<file path="config.mk">
export PLATFORM = sky130hd
export DESIGN_NAME = iccm_boot_loader
export DESIGN_NICKNAME = d
export VERILOG_FILES = /design/src/rtl/iccm_boot_loader.sv
export SDC_FILE = /design/constraint.sdc
export NUM_CORES = 1
export LEC_CHECK = 0
export CORE_UTILIZATION = 55
export DETAILED_ROUTE_END_ITERATION = 12
export GPL_ROUTABILITY_DRIVEN = 0
export PLACE_DENSITY = 0.8
export SLEW_MARGIN = 5
export SYNTH_ARGS = -nofsm -noshare
export SYNTH_HDL_FRONTEND = slang
export SYNTH_SLANG_ARGS = --single-unit
</file>
<file path="constraint.sdc">
create_clock -name clk_i -period 6.9 [get_ports clk_i]
set_clock_uncertainty 0.15 [all_clocks]
set_input_delay 2.07 -clock clk_i [delete_from_list [all_inputs] [get_ports clk_i]]
set_output_delay 2.07 -clock clk_i [all_outputs]
set_load 0.05 [all_outputs]
</file>
<file path="src/rtl/iccm_boot_loader.sv">
// Boot loader: packs UART bytes little-endian into ICCM words and writes them from address 0 up.
// The optional trailing checksum byte check is enabled by defining ICCM_BOOT_LOADER_CHECKSUM_EN.
module iccm_boot_loader #(
  parameter int unsigned DATA_WIDTH = 32,
  parameter int unsigned ADDR_WIDTH = 11,
  parameter logic [63:0] END_WORD   = 64'h0000_0000_0000_0FFF
) (
  input  logic                  clk_i,
  input  logic                  rst_ni,
  input  logic                  prog_i,
  input  logic                  rx_dv_i,
  input  logic [7:0]            rx_byte_i,
  output logic                  we_o,
  output logic [ADDR_WIDTH-1:0] addr_o,
  output logic [DATA_WIDTH-1:0] wdata_o,
  output logic                  prog_rst_no,
  output logic                  busy_o,
  output logic                  done_o,
  output logic                  err_o,
  output logic [ADDR_WIDTH:0]   word_cnt_o
);

  localparam int unsigned           NB       = DATA_WIDTH / 8;
  localparam int unsigned           IDX_W    = (NB > 1) ? $clog2(NB) : 1;
  localparam logic [DATA_WIDTH-1:0] END_W    = END_WORD[DATA_WIDTH-1:0];
  localparam logic [IDX_W-1:0]      LAST_IDX = IDX_W'(NB - 1);
  localparam logic [ADDR_WIDTH-1:0] ADDR_MAX = '1;

  typedef enum logic [2:0] {S_IDLE, S_RECV, S_WRITE, S_DONE, S_ERR, S_CSUM} state_t;

  state_t                state_reg;
  logic [DATA_WIDTH-1:0] asm_reg;
  logic [DATA_WIDTH-1:0] asm_next;
  logic [IDX_W-1:0]      byte_idx_reg;
  logic                  full_reg;
  logic                  full_next;
  logic                  rx_take;
  logic                  eval;

  // Bytes are accepted in WRITE too, so the assembly register keeps filling while a word is written.
  assign rx_take = rx_dv_i && (state_reg == S_RECV || state_reg == S_WRITE);
  assign eval    = (state_reg == S_RECV) && full_reg && prog_i;

  genvar gi;
  for (gi = 0; gi < NB; gi++) begin : g_lane
    assign asm_next[8*gi +: 8] = (rx_take && byte_idx_reg == IDX_W'(gi)) ? rx_byte_i
                                                                         : asm_reg[8*gi +: 8];
  end

  always_comb begin
    full_next = full_reg;
    if (eval)
      full_next = 1'b0;
    if (rx_take && byte_idx_reg == LAST_IDX)
      full_next = 1'b1;
  end

`ifdef ICCM_BOOT_LOADER_CHECKSUM_EN
  logic [7:0] csum_reg;
  logic [7:0] word_sum;

  always_comb begin
    word_sum = 8'h00;
    for (int i = 0; i < int'(NB); i++)
      word_sum = word_sum + asm_reg[8*i +: 8];
  end
`endif

  always_ff @(posedge clk_i or negedge rst_ni) begin
    if (!rst_ni) begin
      state_reg    <= S_IDLE;
      asm_reg      <= '0;
      byte_idx_reg <= '0;
      full_reg     <= 1'b0;
      we_o         <= 1'b0;
      addr_o       <= '0;
      wdata_o      <= '0;
      prog_rst_no  <= 1'b1;
      busy_o       <= 1'b0;
      done_o       <= 1'b0;
      err_o        <= 1'b0;
      word_cnt_o   <= '0;
`ifdef ICCM_BOOT_LOADER_CHECKSUM_EN
      csum_reg     <= 8'h00;
`endif
    end else begin
      if (rx_take) begin
        asm_reg      <= asm_next;
        byte_idx_reg <= (byte_idx_reg == LAST_IDX) ? '0 : byte_idx_reg + IDX_W'(1);
      end
      full_reg <= full_next;
      we_o     <= 1'b0;

      case (state_reg)
        S_IDLE: begin
          if (prog_i) begin
            state_reg    <= S_RECV;
            addr_o       <= '0;
            byte_idx_reg <= '0;
            full_reg     <= 1'b0;
            word_cnt_o   <= '0;
            done_o       <= 1'b0;
            err_o        <= 1'b0;
            prog_rst_no  <= 1'b0;
            busy_o       <= 1'b1;
`ifdef ICCM_BOOT_LOADER_CHECKSUM_EN
            csum_reg     <= 8'h00;
`endif
          end
        end

        S_RECV: begin
          if (!prog_i) begin
            state_reg   <= S_IDLE;
            prog_rst_no <= 1'b1;
            busy_o      <= 1'b0;
          end else if (full_reg) begin
            if (asm_reg == END_W) begin
`ifdef ICCM_BOOT_LOADER_CHECKSUM_EN
              // A checksum byte landing in the evaluation cycle is compared right away.
              if (rx_dv_i) begin
                busy_o <= 1'b0;
                if (rx_byte_i == csum_reg) begin
                  state_reg   <= S_DONE;
                  done_o      <= 1'b1;
                  prog_rst_no <= 1'b1;
                end else begin
                  state_reg <= S_ERR;
                  err_o     <= 1'b1;
                end
              end else begin
                state_reg <= S_CSUM;
              end
`else
              state_reg   <= S_DONE;
              busy_o      <= 1'b0;
              done_o      <= 1'b1;
              prog_rst_no <= 1'b1;
`endif
            end else begin
              state_reg <= S_WRITE;
              wdata_o   <= asm_reg;
              we_o      <= 1'b1;
`ifdef ICCM_BOOT_LOADER_CHECKSUM_EN
              csum_reg  <= csum_reg + word_sum;
`endif
            end
          end
        end

        S_WRITE: begin
          word_cnt_o <= word_cnt_o + (ADDR_WIDTH+1)'(1);
          if (!prog_i) begin
            state_reg   <= S_IDLE;
            prog_rst_no <= 1'b1;
            busy_o      <= 1'b0;
          end else if (addr_o == ADDR_MAX) begin
            state_reg <= S_ERR;
            busy_o    <= 1'b0;
            err_o     <= 1'b1;
          end else begin
            addr_o    <= addr_o + ADDR_WIDTH'(1);
            state_reg <= S_RECV;
          end
        end

`ifdef ICCM_BOOT_LOADER_CHECKSUM_EN
        S_CSUM: begin
          if (!prog_i) begin
            state_reg   <= S_IDLE;
            prog_rst_no <= 1'b1;
            busy_o      <= 1'b0;
          end else if (rx_dv_i) begin
            busy_o <= 1'b0;
            if (rx_byte_i == csum_reg) begin
              state_reg   <= S_DONE;
              done_o      <= 1'b1;
              prog_rst_no <= 1'b1;
            end else begin
              state_reg <= S_ERR;
              err_o     <= 1'b1;
            end
          end
        end
`endif

        S_DONE: begin
          if (!prog_i)
            state_reg <= S_IDLE;
        end

        S_ERR: begin
          if (!prog_i) begin
            state_reg   <= S_IDLE;
            prog_rst_no <= 1'b1;
          end
        end

        default: state_reg <= S_IDLE;
      endcase
    end
  end

endmodule

</file>
==> impl_results.md, run 1 <==
- Net switching share of the total power: 35.7%
- CP cell instances: clkdlybuf4s50_1 > nand2_1 > or3_1 > nor3_4 > buf_4 > mux2_2
- FF+latch count, synth: 98
- Power density of the placed cells: 373 nW/um^2
- Unrepaired setup endpoints after global routing: false
- Cell area after technology mapping: 4300 um^2
- Detailed Place HPWL: 5570 um
- Buffers and inverters on the worst path: 2
- Clock tree from TritonCTS: built
- Crit Reg-Reg Endpoint: wdata_o[29]
- Switch Pwr: 0.710 mW
- Category of the critical setup timing path: input pin to flop
- Die span in y: 90.5 um
- Maximum ir drop on the vdd rail: 0.000248 V
- Logic gate share of total power: 36.0%
- Maximum fanout along the worst path: 33
- Status: finished, final reports clean
- Final setup vio count: 0
- Initial DRC Count: 142
- Syn Inst Count: 324
- Clock-pin slew reported for the worst setup and hold paths after clock tree synthesis: 0.08 ns
- Worst path slowest cell: sky130_fd_sc_hd__clkdlybuf4s50_1
- Data arrival time of the worst path: 4.26 ns
- Kind of cell with the highest combined delay on the critical path: buffers and inverters
- Fraction of registers with async set or reset after synthesis: 100%
- Standby leakage power: 2.36 nW
- Number of top-level pins: 72
- Period Utilization, post-route: 60.3%
- CTS root buffer: sky130_fd_sc_hd__clkbuf_8
- Critical path capture point: wdata_o[1]
- Aggregate global routing overflow: 0
- Post-synth top area share: 56.4%
- Number of remaining DRC errors: 0
- Distinct cell type count of the synthesized netlist: 44
- Synth top area cells: sky130_fd_sc_hd__dfrtp_1, sky130_fd_sc_hd__mux2_4, sky130_fd_sc_hd__mux2_2
- Final total negative setup slack: 0 ns
- Max-cap viol count: 0
- Synth area leader: sky130_fd_sc_hd__dfrtp_1
- Vias in the first global route: 2794
- Maximum number of pins on one net before global-route repair: 72
- Critical path depth: 6
- First element of the critical path: prog_i
- Wire length of the first global-routing pass: 13800 um
- Area of the core region: 7410 um^2
- Number of buffers added by the clock tree synthesis step: 9
- Worst relative slew slack: 42.3%
- Most numerous cell types in the synthesized netlist: sky130_fd_sc_hd__dfrtp_1, sky130_fd_sc_hd__mux2_2, sky130_fd_sc_hd__mux2_4
- Worst Setup Slack post-DPL: 2.37 ns
- Per-cell routed wire length: 16.1 um
- Clock Latency Late Sink: 0.35 ns
- Cell count of the worst reg-to-reg path: 6
- Maximum buffer depth of the clock tree: 2
- Required time of the worst setup path: 6.99 ns
- Fraction of layout cells with a size suffix above 1: 22.5%
- GRT Total Usage: 21.7%
- Syn-to-layout area delta: 23.7%
- Synthesized area per cell: 13.3 um^2
- Quantity of hold-fixing buffers added after cts: 0
- IO buf count: 71
- Antenna Diode Count: 0
- Number of levels in the clock H-tree: 3
- Die width: 90.5 um
- DR vias/cell: 5.55
- CP max stage delay: 0.58 ns
- Endpoint class of the critical path: flop
- Reg-to-reg startpoint: asm_reg[13]
- Clock network fraction of total power: 19.9%
- Standard-cell rows: 31
- Total number of yosys warnings: 0
- Max-slew violations: 0
- Residual antenna-violating net count after detailed routing: 0
- Final worst-path setup slack: 2.74 ns
- Post CTS Setup Buffer Count: 0
- Post-layout minimum cycle time: 4.16 ns
- First drt pass iteration count: 5
- Kind of start point of the critical path: input pin
- Total power consumption of the routed design: 1.99 mW
- Achievable clock frequency: 240 MHz
- Number of enable-type register cells in the synthesized netlist: 0
- Final wirelength: 8080 um
- Predominant post-synthesis flop cell: sky130_fd_sc_hd__dfrtp_1
- Total via count in the routed design: 2793
- Most common cell in the netlist: sky130_fd_sc_hd__dfrtp_1
- Final nets: 418
- Final hold vios: 0
- Initial standard-cell utilization of the core: 58.1%
- Minimum setup slack among reg-to-reg paths: 4.14 ns
- Die footprint: 8180 um^2
- Post-CTS resize count: 0
- Net count of the mapped netlist: 342
- Internal portion of total power: 1.28 mW
- Number of antenna violations at the first check in global routing: 0
- Clock sink count: 98
- Sequential share of power: 44.1%
- Class of the tightest hold or removal check: flop to flop
- Register area share after synthesis: 57.0%
- Tightest Pin Transition: 0.866 ns
## power groups by stage
stage | combinational [mW] | sequential (mW) | clock, mW
floorplan | 0.302 | 1.07 | 0
global placement | 0.702 | 0.882 | 0
detailed placement | 0.720 | 0.882 | 0
CTS | 0.722 | 0.876 | 0.404
global route | 0.761 | 0.899 | 0.431
finish | 0.715 | 0.876 | 0.396
## routing by layer
metal,share of wire [%],vias to the layer above,wire length [um],global-route usage [%]
met5,0,-,0,0
met4,1.8,0,149,8.60
met3,4.1,12,332,3.62
met2,47,69,3820,34.5
met1,47,1396,3780,30.1
li1,-,1316,-,-
## kinds of logic (layout without fill, tap and decap cells)
kind of cell | count (synthesis) | after routing | share of synthesized area [%]
AND/OR/NAND/NOR | 98 | 98 | 12.3
AO/OA/AOI/OAI | 26 | 26 | 3.75
XOR/XNOR | 8 | 8 | 1.63
adder cells (fa/ha/maj) | 6 | 6 | 1.74
buffers and inverters | 13 | 93 | 1.69
flip-flops | 98 | 98 | 57.0
multiplexers | 75 | 75 | 21.8
## worst reg2reg max path, stage by stage, from the launching register on
cell and delay, ns:
sky130_fd_sc_hd__dfrtp_1 0.40, sky130_fd_sc_hd__or4b_1 0.56, sky130_fd_sc_hd__or4_4 0.56, sky130_fd_sc_hd__nor3_4 0.25, sky130_fd_sc_hd__nor3_4 0.05, sky130_fd_sc_hd__buf_4 0.31, sky130_fd_sc_hd__mux2_4 0.37
## through the flow
step	utilization (%)	cell area (um^2)	instances	hold WS (ns)
6_report	71.8	5320	503	0.333
5_1_grt	71.8	5320	503	0.359
4_1_cts	71.8	5320	503	0.338
3_5_place_dp	68.9	5110	488	0.326
3_3_place_gp	68.9	5110	488	0.309
2_1_floorplan	-	4300	324	0.339
## placed cells by master (no fill, tap or decap), drive strengths merged, types with 2 or more instances in the layout
cell           count
nor3b              2
a22o               2
and3               4
a21oi              3
inv                4
nand2             28
buf                4
nand4              7
o21ai             14
nor4               7
clkbuf            10
clkinv             3
nor2              18
mux2i             11
or3b               2
mux2              64
nor3              10
or3                3
bufinv             2
clkdlybuf4s50     70
ha                 6
nand2b             2
dfrtp             97
nand3              6
and2               2
xnor2              7
## worst min-delay path by stage
stage	start	endpoint	slack (ns)	cells after the start
after detailed placement	word_cnt_o[11]	word_cnt_o[11]	0.33	1
after global placement	word_cnt_o[11]	word_cnt_o[11]	0.31	1
after global routing	word_cnt_o[11]	word_cnt_o[11]	0.36	1
after floorplan	asm_reg[14]	wdata_o[14]	0.34	1
after CTS	word_cnt_o[11]	word_cnt_o[11]	0.34	1
final	word_cnt_o[11]	word_cnt_o[11]	0.33	1
## final cells by class
| class | count | area, um^2 |
|---|---|---|
| fill | 531 | 2090 |
| clock buffer | 10 | 138 |
| clock inverter | 5 | 78.8 |
| sequential | 98 | 2450 |
| inverter | 4 | 15.0 |
| timing repair buffer | 74 | 731 |
| tap | 99 | 124 |
| multi-input combinational | 213 | 1780 |
Power figures use the tool's default switching activity.
==> run 2, diff against run 1 <==
CORE_UTILIZATION = 53   (was 55)
PLACE_DENSITY = 0.78   (was 0.8)
clock period = 4.1 ns   (was 6.9 ns; I/O delays follow)
==> run 2 against run 1 <==
Net effect: register-to-register slack got worse by 2.6 ns; die area increased by 3.7%; critical path depth unchanged; combinational power increased by 68%; power increased by 64%; worst setup slack got worse by 1.8 ns; sequential power increased by 68%; worst hold slack got worse by 0.0049 ns; critical path type unchanged; largest cell class unchanged; highest routed layer unchanged.
==> impl_results.md, run 2 (synthesis gave the netlist of run 1 again) <==
- Status: finished, final reports clean (unchanged)
- Initial standard-cell utilization of the core: 55.1% (was 58.1%)
- Quantity of hold-fixing buffers added after cts: 0 (unchanged)
- Die span in y: 92.1 um (was 90.5 um)
- Final wirelength: 8090 um (was 8080 um)
- Detailed Place HPWL: 5630 um (was 5570 um)
- Maximum ir drop on the vdd rail: 0.000433 V (was 0.000248 V)
- Endpoint, Worst Hold: word_cnt_o[11] (unchanged)
- CP cell instances: clkdlybuf4s50_1 > nand2_1 > or3_1 > nor3_4 > buf_12 > mux2_2 (was clkdlybuf4s50_1 > nand2_1 > or3_1 > nor3_4 > buf_4 > mux2_2)
- Unrepaired setup endpoints after global routing: false (unchanged)
- Required time of the worst setup path: 4.19 ns (was 6.99 ns)
- Total via count in the routed design: 2767 (was 2793)
- Final hold vios: 0 (unchanged)
- Most common cell after layout, fill and taps aside: sky130_fd_sc_hd__dfrtp_1 (unchanged)
- Net switching share of the total power: 36.1% (was 35.7%)
- Crit Reg-Reg Endpoint: wdata_o[23] (was wdata_o[29])
- Number of buffers added by the clock tree synthesis step: 9 (unchanged)
- DP Area: 5130 um^2 (was 5110 um^2)
- Beginning of the worst hold path: word_cnt_o[11] (unchanged)
- Sequential share of power: 45.1% (was 44.1%)
- Residual antenna-violating net count after detailed routing: 0 (unchanged)
- Final nets: 418 (unchanged)
- Endpoint class of the critical path: flop (unchanged)
- Core Util, Final: 68.1% (was 71.8%)
- Clock-pin slew reported for the worst setup and hold paths after clock tree synthesis: 0.08 ns (about the same)
- Number of levels in the clock H-tree: 3 (unchanged)
- Wire length of the first global-routing pass: 13600 um (was 13800 um)
- Category of the critical setup timing path: input pin to flop (unchanged)
- Die footprint: 8480 um^2 (was 8180 um^2)
- Initial DRC Count: 109 (was 142)
- Standby leakage power: 2.35 nW (was 2.36 nW)
- Power density of the placed cells: 614 nW/um^2 (was 373 nW/um^2)
- Internal portion of total power: 2.09 mW (was 1.28 mW)
- Post CTS Setup Buffer Count: 0 (unchanged)
- Max-slew violations: 0 (unchanged)
- Vias in the first global route: 2728 (was 2794)
- Clock tree from TritonCTS: built (unchanged)
- Standard-cell rows: 32 (was 31)
- Switch Pwr: 1.18 mW (was 0.710 mW)
- Maximum number of pins on one net before global-route repair: 52 (was 72)
- Post-CTS resize count: 0 (unchanged)
- Cell count of the worst reg-to-reg path: 6 (unchanged)
- Reg-to-reg startpoint: asm_reg[12] (was asm_reg[13])
- Logic gate share of total power: 36.8% (was 36.0%)
- Maximum fanout along the worst path: 33 (unchanged)
- Syn-to-layout area delta: 23.6% (was 23.7%)
- CTS root buffer: sky130_fd_sc_hd__clkbuf_8 (unchanged)
- Worst Hold Path Cells: 1 (unchanged)
- Worst hold slack after final layout: 0.328 ns (was 0.333 ns)
- DR vias/cell: 5.47 (was 5.55)
- Max-cap viol count: 0 (unchanged)
- Achievable clock frequency: 319 MHz
- GRT Total Usage: 20.6% (was 21.7%)
- IO buf count: 71 (unchanged)
- Final std cell area, no fill: 5320 um^2 (about the same)
- Fraction of layout cells with a size suffix above 1: 22.0% (was 22.5%)
- Class of the tightest hold or removal check: flop to flop (unchanged)
- Per-cell routed wire length: 16.0 um (was 16.1 um)
- Clock network fraction of total power: 18.0% (was 19.9%)
- Tightest Pin Transition: 0.757 ns (was 0.866 ns)
- Number of remaining DRC errors: 0 (unchanged)
- CP max stage delay: 0.58 ns (about the same)
- First drt pass iteration count: 4 (was 5)
- Die width: 92.1 um (was 90.5 um)
- Clock sink count: 98 (unchanged)
- Period Utilization, post-route: 76.4%
- Worst relative slew slack: 49.4% (was 42.3%)
- Number of top-level pins: 72 (unchanged)
- Antenna Diode Count: 0 (unchanged)
- Post-layout minimum cycle time: 3.13 ns
- Area of the core region: 7810 um^2 (was 7410 um^2)
- Aggregate global routing overflow: 0 (unchanged)
- Maximum buffer depth of the clock tree: 2 (unchanged)
- Worst path slowest cell: sky130_fd_sc_hd__clkdlybuf4s50_1 (unchanged)
- Data arrival time of the worst path: 3.22 ns (was 4.26 ns)
- Final total negative setup slack: 0 ns (unchanged)
- Final setup vio count: 0 (unchanged)
- Number of antenna violations at the first check in global routing: 0 (unchanged)
- Most frequent cells in the layout: sky130_fd_sc_hd__dfrtp_1, sky130_fd_sc_hd__clkdlybuf4s50_1, sky130_fd_sc_hd__mux2_2, sky130_fd_sc_hd__mux2_4, sky130_fd_sc_hd__nand2_1 (unchanged)
- Kind of start point of the critical path: input pin (unchanged)
- Filler cells: 588 (was 531)
- Minimum setup slack among reg-to-reg paths: 1.51 ns (was 4.14 ns)
- Clock Latency Late Sink: 0.34 ns (was 0.35 ns)
-- run 2: cell count changes in the layout (fill, tap and decap cells not counted) --
cell / previous run / this run
sky130_fd_sc_hd__clkinv_4: 1 / 0
sky130_fd_sc_hd__buf_4: 4 / 2
sky130_fd_sc_hd__bufinv_16: 2 / 1
sky130_fd_sc_hd__buf_12: 0 / 2
sky130_fd_sc_hd__clkbuf_1: 0 / 2
-- run 2: worst max path at each step --
stage | start | to | slack [ns] | cells after the start
global route | prog_i | wdata_o[0] | 0.87 | 6
finish | prog_i | wdata_o[1] | 0.97 | 6
detailed placement | prog_i | wdata_o[0] | 0.61 | 6
CTS | prog_i | wdata_o[0] | 0.99 | 6
floorplan | prog_i | wdata_o[10] | 1.26 | 5
global placement | prog_i | wdata_o[1] | 0.65 | 6
-- run 2: layout make-up --
| cell class | count | area [um^2] | area share, % |
|---|---|---|---|
| well taps | 102 | 128 | 2.40 |
| flip-flops and latches | 98 | 2450 | 46.1 |
| multi-input cells | 213 | 1780 | 33.5 |
| inverters | 4 | 15.0 | 0.282 |
| repair buffers | 74 | 756 | 14.2 |
| clock inverters | 3 | 40.0 | 0.753 |
| clock buffers | 12 | 145 | 2.73 |
-- run 2: per-stage QoR --
stage                     setup WS (ns)  std cells  power, mW
after floorplan                    1.26        324       2.31
after global placement            0.653        491       2.67
after detailed placement          0.612        491       2.70
after CTS                         0.987        506       3.30
after global routing              0.873        506       3.43
final                             0.966        506       3.27
-- run 2: power by group through the flow --
stage / Clock, mW / Sequential, mW / Combinational [mW]
global route: 0.645 / 1.51 / 1.27
floorplan: 0 / 1.80 / 0.508
CTS: 0.609 / 1.48 / 1.22
finish: 0.590 / 1.47 / 1.20
global placement: 0 / 1.48 / 1.19
detailed placement: 0 / 1.49 / 1.21
-- run 2: layer usage --
layer / routed length (um) / vias to the layer above / part of all wire (%) / GRT usage [%]
met1: 3840 / 1384 / 48 / 28.9
met4: 119 / 0 / 1.5 / 7.68
met2: 3870 / 62 / 48 / 32.7
li1: - / 1310 / - / -
met3: 250 / 11 / 3.1 / 2.99
met5: 0 / - / 0 / 0
-- run 2: worst max-delay path: cells and delay by family --
family | cells | cell delay, ns
buffers and inverters | 2 | 0.85
multiplexers | 1 | 0.37
AND/OR/NAND/NOR | 3 | 0.74
==> run 3, diff against run 2 <==
CORE_UTILIZATION = 48   (was 53)
PLACE_DENSITY = 0.74   (was 0.78)
clock period = 2.6 ns   (was 4.1 ns; I/O delays follow)
==> run 3 against run 2 <==
Net effect: sequential power grew 59%; via count rose by 3.8%; largest cell class unchanged; design area grew 4.5%.
==> impl_results.md, run 3 (synthesis gave the netlist of run 1 again) <==
- Maximum fanout along the worst path: 20 (was 33)
- Tightest Pin Transition: 0.515 ns (was 0.757 ns)
- First drt pass iteration count: 4 (unchanged)
- Achievable clock frequency: 388 MHz
- DR vias/cell: 5.40 (was 5.47)
- Class of the tightest hold or removal check: input pin to async pin (was flop to flop)
- Die footprint: 9350 um^2 (was 8480 um^2)
- Final total negative setup slack: 0 ns (unchanged)
- Aggregate global routing overflow: 0 (unchanged)
- Final hold vios: 0 (unchanged)
- Vias in the first global route: 2945 (was 2728)
- Standby leakage power: 2.57 nW (was 2.35 nW)
- Net switching share of the total power: 35.5% (was 36.1%)
- Final nets: 437 (was 418)
- Required time of the worst setup path: 2.69 ns (was 4.19 ns)
- Logic gate share of total power: 35.8% (was 36.8%)
- Data arrival time of the worst path: 2.67 ns (was 3.22 ns)
- GRT Total Usage: 19.8% (was 20.6%)
- Number of buffers added by the clock tree synthesis step: 9 (unchanged)
- Total via count in the routed design: 2872 (was 2767)
- Quantity of hold-fixing buffers added after cts: 0 (unchanged)
- Maximum number of pins on one net before global-route repair: 54 (was 52)
- Die width: 96.7 um (was 92.1 um)
- Number of levels in the clock H-tree: 3 (unchanged)
- Residual antenna-violating net count after detailed routing: 0 (unchanged)
- Power density of the placed cells: 986 nW/um^2 (was 614 nW/um^2)
- Most common cell after layout, fill and taps aside: sky130_fd_sc_hd__dfrtp_1 (unchanged)
- Worst relative slew slack: 65.6% (was 49.4%)
- Status: finished, final reports clean (unchanged)
- Per-cell routed wire length: 16.5 um (was 16.0 um)
- Wire length of the first global-routing pass: 14700 um (was 13600 um)
- Max-slew violations: 0 (unchanged)
- Die span in y: 96.7 um (was 92.1 um)
- Maximum buffer depth of the clock tree: 2 (unchanged)
- Number of remaining DRC errors: 0 (unchanged)
- Clock-pin slew reported for the worst setup and hold paths after clock tree synthesis: 0.09 ns (was 0.08 ns)
- Most frequent cells in the layout: sky130_fd_sc_hd__dfrtp_1, sky130_fd_sc_hd__clkdlybuf4s50_1, sky130_fd_sc_hd__mux2_2, sky130_fd_sc_hd__mux2_4, sky130_fd_sc_hd__nand2_1 (unchanged)
- Clock network fraction of total power: 21.6% (was 18.0%)
- Final wirelength: 8760 um (was 8090 um)
- Detailed Place HPWL: 6200 um (was 5630 um)
- Period Utilization, post-route: 99.2%
- Syn-to-layout area delta: 29.2% (was 23.6%)
- First element of the critical path: prog_i (unchanged)
- Cell Count, Final, Fillers Out: 532 (was 506)
- Initial DRC Count: 104 (was 109)
- Initial standard-cell utilization of the core: 49.3% (was 55.1%)
- Internal portion of total power: 3.53 mW (was 2.09 mW)
- Standard-cell rows: 34 (was 32)
- Endpoint class of the critical path: flop (unchanged)
- CTS root buffer: sky130_fd_sc_hd__clkbuf_8 (unchanged)
- Antenna Diode Count: 0 (unchanged)
- IO buf count: 71 (unchanged)
- Reg-to-reg startpoint: asm_reg[13] (was asm_reg[12])
- Number of antenna violations at the first check in global routing: 0 (unchanged)
- Switch Pwr: 1.95 mW (was 1.18 mW)
- Number of top-level pins: 72 (unchanged)
- Sequential share of power: 42.7% (was 45.1%)
- Maximum ir drop on the vdd rail: 0.000606 V (was 0.000433 V)
- Area of the core region: 8720 um^2 (was 7810 um^2)
- Final setup vio count: 0 (unchanged)
- Clock sink count: 98 (unchanged)
- Post-layout minimum cycle time: 2.58 ns
- Clock Latency Late Sink: 0.36 ns (was 0.34 ns)
- Clock tree from TritonCTS: built (unchanged)
- Kind of start point of the critical path: input pin (unchanged)
- Cells after DPL: 515 (was 491)
- Max-cap viol count: 0 (unchanged)
- Total power consumption of the routed design: 5.48 mW (was 3.27 mW)
- Category of the critical setup timing path: input pin to flop (unchanged)
- Fraction of layout cells with a size suffix above 1: 26.2% (was 22.0%)
## run 3: what timing repair did
item	4_1_cts	5_1_grt
setup endpoints to repair	3	20
hold endpoints to repair	0	0
setup buffers	0	1
gates resized for setup	3	5
## run 3: area by class of cell
type | count | area [um^2]
well taps | 108 | 135
repair buffers | 93 | 920
fillers | 678 | 3160
clock buffers | 10 | 138
multi-input cells | 213 | 1780
flip-flops and latches | 98 | 2450
clock inverters | 6 | 114
inverters | 4 | 15.0
## run 3: worst paths after layout
path | end | slack, ns | cells after the start
min in group clk_i | word_cnt_o[11] | 0.33 | 1
worst max register to register | wdata_o[17] | 0.05 | 6
worst min-delay path | word_cnt_o[8] | 0.22 | 1
max in group asynchronous | asm_reg[2] | 1.45 | 2
worst min register to register | word_cnt_o[11] | 0.33 | 1
worst max-delay path | wdata_o[17] | 0.02 | 6
## run 3: layer usage
| metal | share of wire [%] | vias to the layer above | track usage [%] | routed length [um] |
|---|---|---|---|---|
| li1 | - | 1344 | - | - |
| met5 | 0 | - | 0 | 0 |
| met4 | 1.4 | 0 | 6.20 | 123 |
| met1 | 47 | 1452 | 27.6 | 4110 |
| met3 | 4.1 | 9 | 5.56 | 362 |
| met2 | 48 | 67 | 30.1 | 4160 |
## run 3: critical path: stages
cell,delay (ns)
sky130_fd_sc_hd__clkdlybuf4s50_1,0.53
sky130_fd_sc_hd__nand2_1,0.08
sky130_fd_sc_hd__or3_1,0.40
sky130_fd_sc_hd__nor3_4,0.29
sky130_fd_sc_hd__buf_12,0.23
sky130_fd_sc_hd__mux2_4,0.32
## run 3: power groups by stage
stage / Clock, mW / Sequential, mW / Combinational, mW
global route: 1.28 / 2.41 / 2.07
detailed placement: 0 / 2.36 / 1.97
CTS: 1.21 / 2.34 / 1.98
finish: 1.18 / 2.34 / 1.96
floorplan: 0 / 2.84 / 0.800
global placement: 0 / 2.35 / 1.92
## run 3: metrics by stage
stage | utilization (%) | hold slack, ns | setup slack (ns) | cell area [um^2]
floorplan | - | 0.334 | 0.200 | 4300
detailed placement | 60.7 | 0.323 | -0.338 | 5290
finish | 63.7 | 0.222 | 0.0221 | 5560
global placement | 60.7 | 0.310 | -0.329 | 5290
CTS | 63.5 | 0.221 | 0.0255 | 5540
global route | 63.7 | 0.224 | -0.000565 | 5560
